<file path="src/rtl/stage_addr_gen.sv">
`default_nettype none
// ============================================================================
// Module  : stage_addr_gen
// Brief   : Address / read-enable sequencer for the 4-port NTT stage RAM.
//           Three radix-4 stages plus one radix-2 stage over 128 points,
//           with a fixed drain gap between stages.
// Revision: 1.0
// ============================================================================
module stage_addr_gen #(
  parameter int unsigned GAP = 8
) (
  input  logic       clk,
  input  logic       rst,
  input  logic       start,
  input  logic       hold,
  output logic       SEN,
  output logic       SREN,
  output logic [6:0] A0,
  output logic [6:0] A1,
  output logic [6:0] A2,
  output logic [6:0] A3,
  output logic [1:0] stage,
  output logic       radix2,
  output logic       stage_last,
  output logic       busy,
  output logic       done
);

  typedef enum logic [1:0] {
    IDLE  = 2'd0,
    READ  = 2'd1,
    DRAIN = 2'd2,
    DONE  = 2'd3
  } state_t;

  localparam logic [7:0] C_GAP        = 8'(GAP);
  localparam logic [4:0] C_LAST_GRP   = 5'd31;
  localparam logic [1:0] C_LAST_STAGE = 2'd3;

  state_t          state_q, state_d;
  logic [4:0]      b_q, b_d;
  logic [1:0]      stage_q, stage_d;
  logic [7:0]      gap_q, gap_d;
  logic            sen_q, sen_d;
  logic            sren_q, sren_d;
  logic            last_q, last_d;
  logic            busy_q, busy_d;
  logic            done_q, done_d;
  logic            radix2_q, radix2_d;
  logic [3:0][6:0] a_q, a_d;
  logic            addr_en;

  // Stride is 2^lg with lg = 5,3,1,0; base = (b/s)*4s + (b mod s).
  function automatic logic [6:0] grp_addr(input logic [1:0] stg,
                                          input logic [4:0] b,
                                          input logic [1:0] k);
    logic [2:0] lg;
    logic [6:0] b7, s, j, g, base;
    case (stg)
      2'd0:    lg = 3'd5;
      2'd1:    lg = 3'd3;
      2'd2:    lg = 3'd1;
      default: lg = 3'd0;
    endcase
    b7   = {2'b00, b};
    s    = 7'd1 << lg;
    j    = b7 & (s - 7'd1);
    g    = b7 >> lg;
    base = (g << (lg + 3'd2)) + j;
    return base + ({5'b00000, k} << lg);
  endfunction

  always_comb begin
    state_d = state_q;
    b_d     = b_q;
    stage_d = stage_q;
    gap_d   = gap_q;
    sen_d   = 1'b0;
    sren_d  = 1'b0;
    busy_d  = 1'b0;
    done_d  = 1'b0;

    case (state_q)
      IDLE: begin
        if (start) begin
          state_d = READ;
          b_d     = '0;
          stage_d = '0;
          sen_d   = 1'b1;
          busy_d  = 1'b1;
          sren_d  = ~hold;
        end
      end
      READ: begin
        sen_d  = 1'b1;
        busy_d = 1'b1;
        // The current cycle's group advances only if it was actually issued.
        if (sren_q) begin
          if (b_q == C_LAST_GRP) begin
            if (stage_q == C_LAST_STAGE) begin
              state_d = DONE;
              sen_d   = 1'b0;
              busy_d  = 1'b0;
              done_d  = 1'b1;
            end else begin
              state_d = DRAIN;
              gap_d   = C_GAP;
            end
          end else begin
            b_d    = b_q + 5'd1;
            sren_d = ~hold;
          end
        end else begin
          sren_d = ~hold;
        end
      end
      DRAIN: begin
        sen_d  = 1'b1;
        busy_d = 1'b1;
        if (gap_q == 8'd1) begin
          state_d = READ;
          stage_d = stage_q + 2'd1;
          b_d     = '0;
          sren_d  = ~hold;
        end else begin
          gap_d = gap_q - 8'd1;
        end
      end
      default: begin
        state_d = IDLE;
        stage_d = '0;
        b_d     = '0;
      end
    endcase

    last_d   = sren_d & (b_d == C_LAST_GRP);
    radix2_d = (stage_d == C_LAST_STAGE);
    addr_en  = (state_d == READ) || (state_d == DRAIN);
    for (int k = 0; k < 4; k++) begin
      a_d[k] = addr_en ? grp_addr(stage_d, b_d, 2'(k)) : 7'd0;
    end
  end

  always_ff @(posedge clk) begin
    if (rst) begin
      state_q  <= IDLE;
      b_q      <= '0;
      stage_q  <= '0;
      gap_q    <= '0;
      sen_q    <= 1'b0;
      sren_q   <= 1'b0;
      last_q   <= 1'b0;
      busy_q   <= 1'b0;
      done_q   <= 1'b0;
      radix2_q <= 1'b0;
      a_q      <= '0;
    end else begin
      state_q  <= state_d;
      b_q      <= b_d;
      stage_q  <= stage_d;
      gap_q    <= gap_d;
      sen_q    <= sen_d;
      sren_q   <= sren_d;
      last_q   <= last_d;
      busy_q   <= busy_d;
      done_q   <= done_d;
      radix2_q <= radix2_d;
      a_q      <= a_d;
    end
  end

  assign SEN        = sen_q;
  assign SREN       = sren_q;
  assign A0         = a_q[0];
  assign A1         = a_q[1];
  assign A2         = a_q[2];
  assign A3         = a_q[3];
  assign stage      = stage_q;
  assign radix2     = radix2_q;
  assign stage_last = last_q;
  assign busy       = busy_q;
  assign done       = done_q;

endmodule
`default_nettype wire
</file>
<file path="config.mk">
export PLATFORM = sky130hd
export DESIGN_NAME = stage_addr_gen
export DESIGN_NICKNAME = d
export VERILOG_FILES = /design/src/rtl/stage_addr_gen.sv
export SDC_FILE = /design/constraint.sdc
export NUM_CORES = 1
export LEC_CHECK = 0
export CORE_MARGIN = 1
export CORE_UTILIZATION = 28
export DETAILED_ROUTE_END_ITERATION = 7
export SYNTH_ARGS = -nofsm -noshare
export SYNTH_HDL_FRONTEND = slang
export SYNTH_SLANG_ARGS = --single-unit
export TNS_END_PERCENT = 20
</file>
<file path="constraint.sdc">
create_clock -name clk -period 12.05 [get_ports clk]
set_input_delay 1.8075 -clock clk [delete_from_list [all_inputs] [get_ports clk]]
set_output_delay 1.8075 -clock clk [all_outputs]
set_load 0.1 [all_outputs]
</file>
### Yosys cells after proc, flatten, opt, wreduce, memory -nomap -nowiden

Cells that the tools add are included.

| operators by class | value |
|---|---|
| divide/modulo/power cells | 0 |
| add/sub/neg operators | 10 |
| $mul | 0 |
| bitwise operators | 7 |
| shift operators | 6 |
| equality and inequality tests | 15 |
| reductions and logical operators | 7 |
| $lt $le $gt $ge | 0 |
| multiplexer cells | 31 |

Operator list:

| cell | count |
|---|---|
| $add 7x7->7 | 5 |
| $mux 8 | 4 |
| $mux 5 | 4 |
| $pmux 8 s2 | 1 |
| $pmux 5 s3 | 1 |
| $shl 1x3->7 const A | 2 |
| $shl 2x3->7 const A | 2 |
| $mux 2 | 6 |
| $pmux 2 s3 | 2 |
| $eq 2x2->1 const B | 5 |
| $eq 5x5->1 const B | 2 |
| $mux 1 | 10 |
| $pmux 3 s3 | 1 |
| $eq 8x1->1 const B | 1 |
| $ne 2x2->1 const B | 4 |
| $sub 8x1->8 const B | 1 |
| $and 5x7->7 | 1 |
| $shl 7x3->7 | 1 |
| $shr 5x3->7 | 1 |
| $sub 7x1->7 const B | 1 |
| $eq 2x1->1 const B | 3 |
| $pmux 1 s3 | 2 |
| $add 5x1->5 const B | 1 |
| $not 1->1 | 5 |
| other kinds (9) | 10 |

| word-level totals | value |
|---|---|
| memory bits (writable) | 0 |
| ROM bits | 0 |
| latch bits | 0 |
| output and inout port bits | 36 |
| bits of input ports | 4 |
| memories | 0 |
| register bits after elaboration | 50 |
| word-level logic and storage cells | 89 |

### Longest topological paths before layout

| depth | value |
|---|---|
| depth after elaboration | 10 |
| gate-level depth with buffers | 20 |
| gate-level depth less buffers | 20 |

### Worst setup path before layout

No wires, ideal clock.

| path | value |
|---|---|
| path type | input to register |
| start point | input port start |
| end point | register a_q, in the netlist A1[6] |
| arrival time | 5124 ps |
| setup time | 115 ps |
| path slack | 6810 ps |
| path buffers | 0 |
| data required time | 11935 ps |
| stages | 16 |
| path through | nor2b_1 a221oi_1 a22oi_1 nor2b_1 inv_1 ha_1 nor2_1 inv_1 fa_1 fa_1 nor2b_1 o21ai_0 a21oi_1 o21a_1 o211ai_1 and3_1 |

| between the ends | value |
|---|---|
| longest elaborated chain between the ends | 9 |
| elaborated cells between the ends (all ways) | 23 |
| those cells by class | 4 x add/sub; 4 x eq/ne; 3 x shift; 7 x mux; 2 x bitwise; 3 x reduce/logical |

RTL lines:

| item | line | source |
|---|---|---|
| start: declaration | 14 | `input logic start,` |
| $mux 2 | 85 | `if (start) begin` |
| $pmux 2 s3 | 83 | `case (state_q)` |
| $eq 2x2->1 (tied with other cells) | 59 | `case (stg)` |
| $pmux 3 s3 | 59 |  |
| $shl 1x3->7 | 66, 70 |  |
| $sub 7x1->7 | 67 | `j = b7 & (s - 7'd1);` |
| $and 5x7->7 | 67 |  |
| $add 7x7->7 | 69 | `base = (g << (lg + 3'd2)) + j;` |
| $add 7x7->7 | 70 | `return base + ({5'b00000, k} << lg);` |
| end signal: assignment | 156 | `a_q <= '0;` |
| end signal: assignment | 168 | `a_q <= a_d;` |
| end: declaration | 50 | `logic [3:0][6:0] a_q, a_d;` |

Several ways; a longest one is shown, not always the timed one.
A chain may end at the register's enable or synchronous reset.

### Final worst setup path

Same ends and word-level chain as after synthesis.

==> results.ini <==
[status]
outcome=finished clean

[pwr]
peakVddDrop_mv=0.04339
p_total_mw=0.3327
seqPwrFrac=0.495
p_leak_nw=1.365
switching_share=0.2887
netSwitchingPower_mw=0.09607
p_int_mw=0.2367
powerDensity_nw_per_um2=102.4
pwr-share-comb=0.160
clkPwrFrac=0.346

[place]
port-buffer-count=39
dp_slack_ps=5971
hpwl_um=4366
gp_congestion=0.8450
dpl_cell_area_sq_um=3142

[sta]
setup_tns_ps=0
period_share=0.4800
fin_skew_ps=8.187
hold_viol_final=0
layout_min_cycle_time_ps=5784
worst_slew_pin_slew_ps=971.4
worst_slack_ps=6266
finalSetupViolations=0
max_slew_margin=0.3503
rsz0062_at_grt=no
maxSlewViolCount=0
clock.fmax_mhz=172.9

[final_layout]
final_common_cell=dfxtp_1
fill_cells=962
area_delta_synth_final_pct=23.20
postLayoutCellArea_sq_um=3249
final_nets=372
mostFrequentLayoutCells=dfxtp_1 (48), clkdlybuf4s50_1 (39), nor2_1 (38)
num_antenna_cells=0
drive_gt1_frac=0.03812

[clock_tree]
cts_buffers=5
cts_resized=0
clockRootBuffer=clkbuf_8
cts_sinks=48
clk_pin_slew_ps=90
clock_latency_ps=300
cts_max_level=2
cts_tree=done
cts.path.max_buffers=2
cts_hold_buf=0
cts_setup_buffers=0

[global_routing]
grt_usage=0.1214
grt_max_degree=17
grt_pass1_wl_um=9611
antenna_found_initial=0
grt_pass1_vias=2084
grt_remaining_overflow=0

[detailed_routing]
num_vias=2128
ant_nets=0
postRouteWirelength_um=5648
dr.pass1.iters=6
viasPerCell=4.708
drc=0
wl_per_cell_um=12.50
drtIter0Drc=101

[floorplan]
core_region_area_sq_um=9196
die-width_um=99.06
start_util=0.2868
row_count=35
io_pins=40
design.die.area_sq_um=9812
die_h_um=99.06

[setup_path]
worst-endpoint-arrival_ps=5990
worstPathRequired_ps=12260
start_kind=input port
worst_path_max_delay_cell=fa_1
path_max_fanout=9
critPathMaxStageDelay_ps=530
crit_chain=clkdlybuf4s50_1, nor2b_1, a221oi_1, a22oi_1, nor2b_1, inv_1, ha_1, nor2_1, inv_1, fa_1, fa_1, nor2b_1, o21ai_0, a21oi_1, o21a_1, o211ai_1, and3_1
path_class=in2reg
critPathCaptureType=register
crit_top_cell=nor2b_1

[hold_path]
worstHoldPathType=reg2reg

[yosys]
synth_seq_cells=48
syn_area_sq_um=2638
synth_cell_type_count=51
synth_edf_count=0
synth_cells=297
yosysSeqAreaShare=0.3643
synth_async_sr_flop_share=0
synthFlopType=dfxtp_1
synth_area_per_cell_sq_um=8.881
yosysWarnings=0

[run]
cap_violations=0

==> layer usage <==
| metal | global-route usage | vias to the layer above | share of wire |
|---|---|---|---|
| met5 | 0 | - | 0 |
| met1 | 0.1536 | 983 | 0.49 |
| met4 | 0.04186 | 0 | 0.015 |
| met2 | 0.2076 | 38 | 0.46 |
| li1 | - | 1101 | - |
| met3 | 0.02199 | 6 | 0.037 |
==> sequential cells by signal (all words and copies together), names as in the netlist <==
register    count
gap_q           8
A0              7
A1              7
A2              6
A3              6
b_q             5
stage           2
state_q         2
SREN            1
busy            1
done            1
radix2          1
stage_last      1
==> stage by stage <==
step	util	cells	hold slack, ps
after floorplan	-	302	469.7
after global placement	0.3416	444	499.4
after detailed placement	0.3416	444	508.2
after CTS	0.3533	452	521.8
after global routing	0.3533	452	538.7
final	0.3533	452	514.9
==> kinds of logic (layout without fill, tap and decap cells) <==
logic type                 Yosys count  count (layout)  share of synthesized area
muxes                                4               4                    0.01755
AOI/OAI and AO/OA                   56              56                     0.1390
buffers and inverters               30              69                    0.04791
adders and majority gates           28              28                     0.1442
DFF                                 48              48                     0.3643
and+or+nand+nor                    110             110                     0.2211
xor gates and xnor gates            19              19                    0.06309
other                                2               7                   0.002847
==> cells in the mapped netlist, drive strengths merged (2+ instances only) <==
library cell	instances	area [sq um]
o21a	3	23.77
nand2b	4	25.02
nor4b	2	17.52
dfxtp	48	960.9
nor3	6	30.03
conb	2	7.510
o211ai	3	22.52
fa	4	80.08
or3	5	31.28
o21ai	7	35.03
nor3b	2	15.01
inv	22	82.58
or4	2	15.01
a32oi	3	26.28
ha	24	300.3
a21oi	19	95.09
and3	5	31.28
nor4	6	37.54
nand2	10	37.54
a21o	5	37.54
buf	4	27.52
mux2i	2	20.02
and2	14	87.58
clkbuf	4	16.26
nor2	38	142.6
nor2b	8	50.05
mux2	2	26.27
xnor2	15	131.4
o21bai	6	45.04
xor2	4	35.03
nand4	2	12.51
==> power groups by stage <==
stage / combinational (mW) / sequential, mW / clock (mW)
final: 0.0532 / 0.165 / 0.115
after floorplan: 0.0178 / 0.193 / 0
after global routing: 0.0560 / 0.165 / 0.125
after detailed placement: 0.0533 / 0.168 / 0
after CTS: 0.0534 / 0.165 / 0.119
after global placement: 0.0531 / 0.168 / 0
==> final cells by class <==
type	count	area, sq um	share of cell area
clock buffer	6	72.57	0.02233
clock inverter	2	35.03	0.01078
inverter	22	82.58	0.02541
multi-input combinational	224	1569	0.4829
sequential	48	960.9	0.2957
tap	111	138.9	0.04274
timing repair buffer	39	390.4	0.1201
==> path summary, 6_finish.rpt <==
kind         cells after the start  endpoint  slack [ps]     start
min reg2reg                      2  gap_q[1]         510  gap_q[1]
max                             17     A1[6]        6270     start
min                              2  gap_q[1]         510  gap_q[1]
max reg2reg                     17     A1[6]        6940  gap_q[0]
==> worst max-delay path: cells and delay by family <==
kind                     cells  cell delay, ps
AO/OA/AOI/OAI                6            1170
adder cells (fa/ha/maj)      3            1270
buffers and inverters        3             660
AND/OR/NAND/NOR              5            1080
Power figures use the tool's default switching activity.
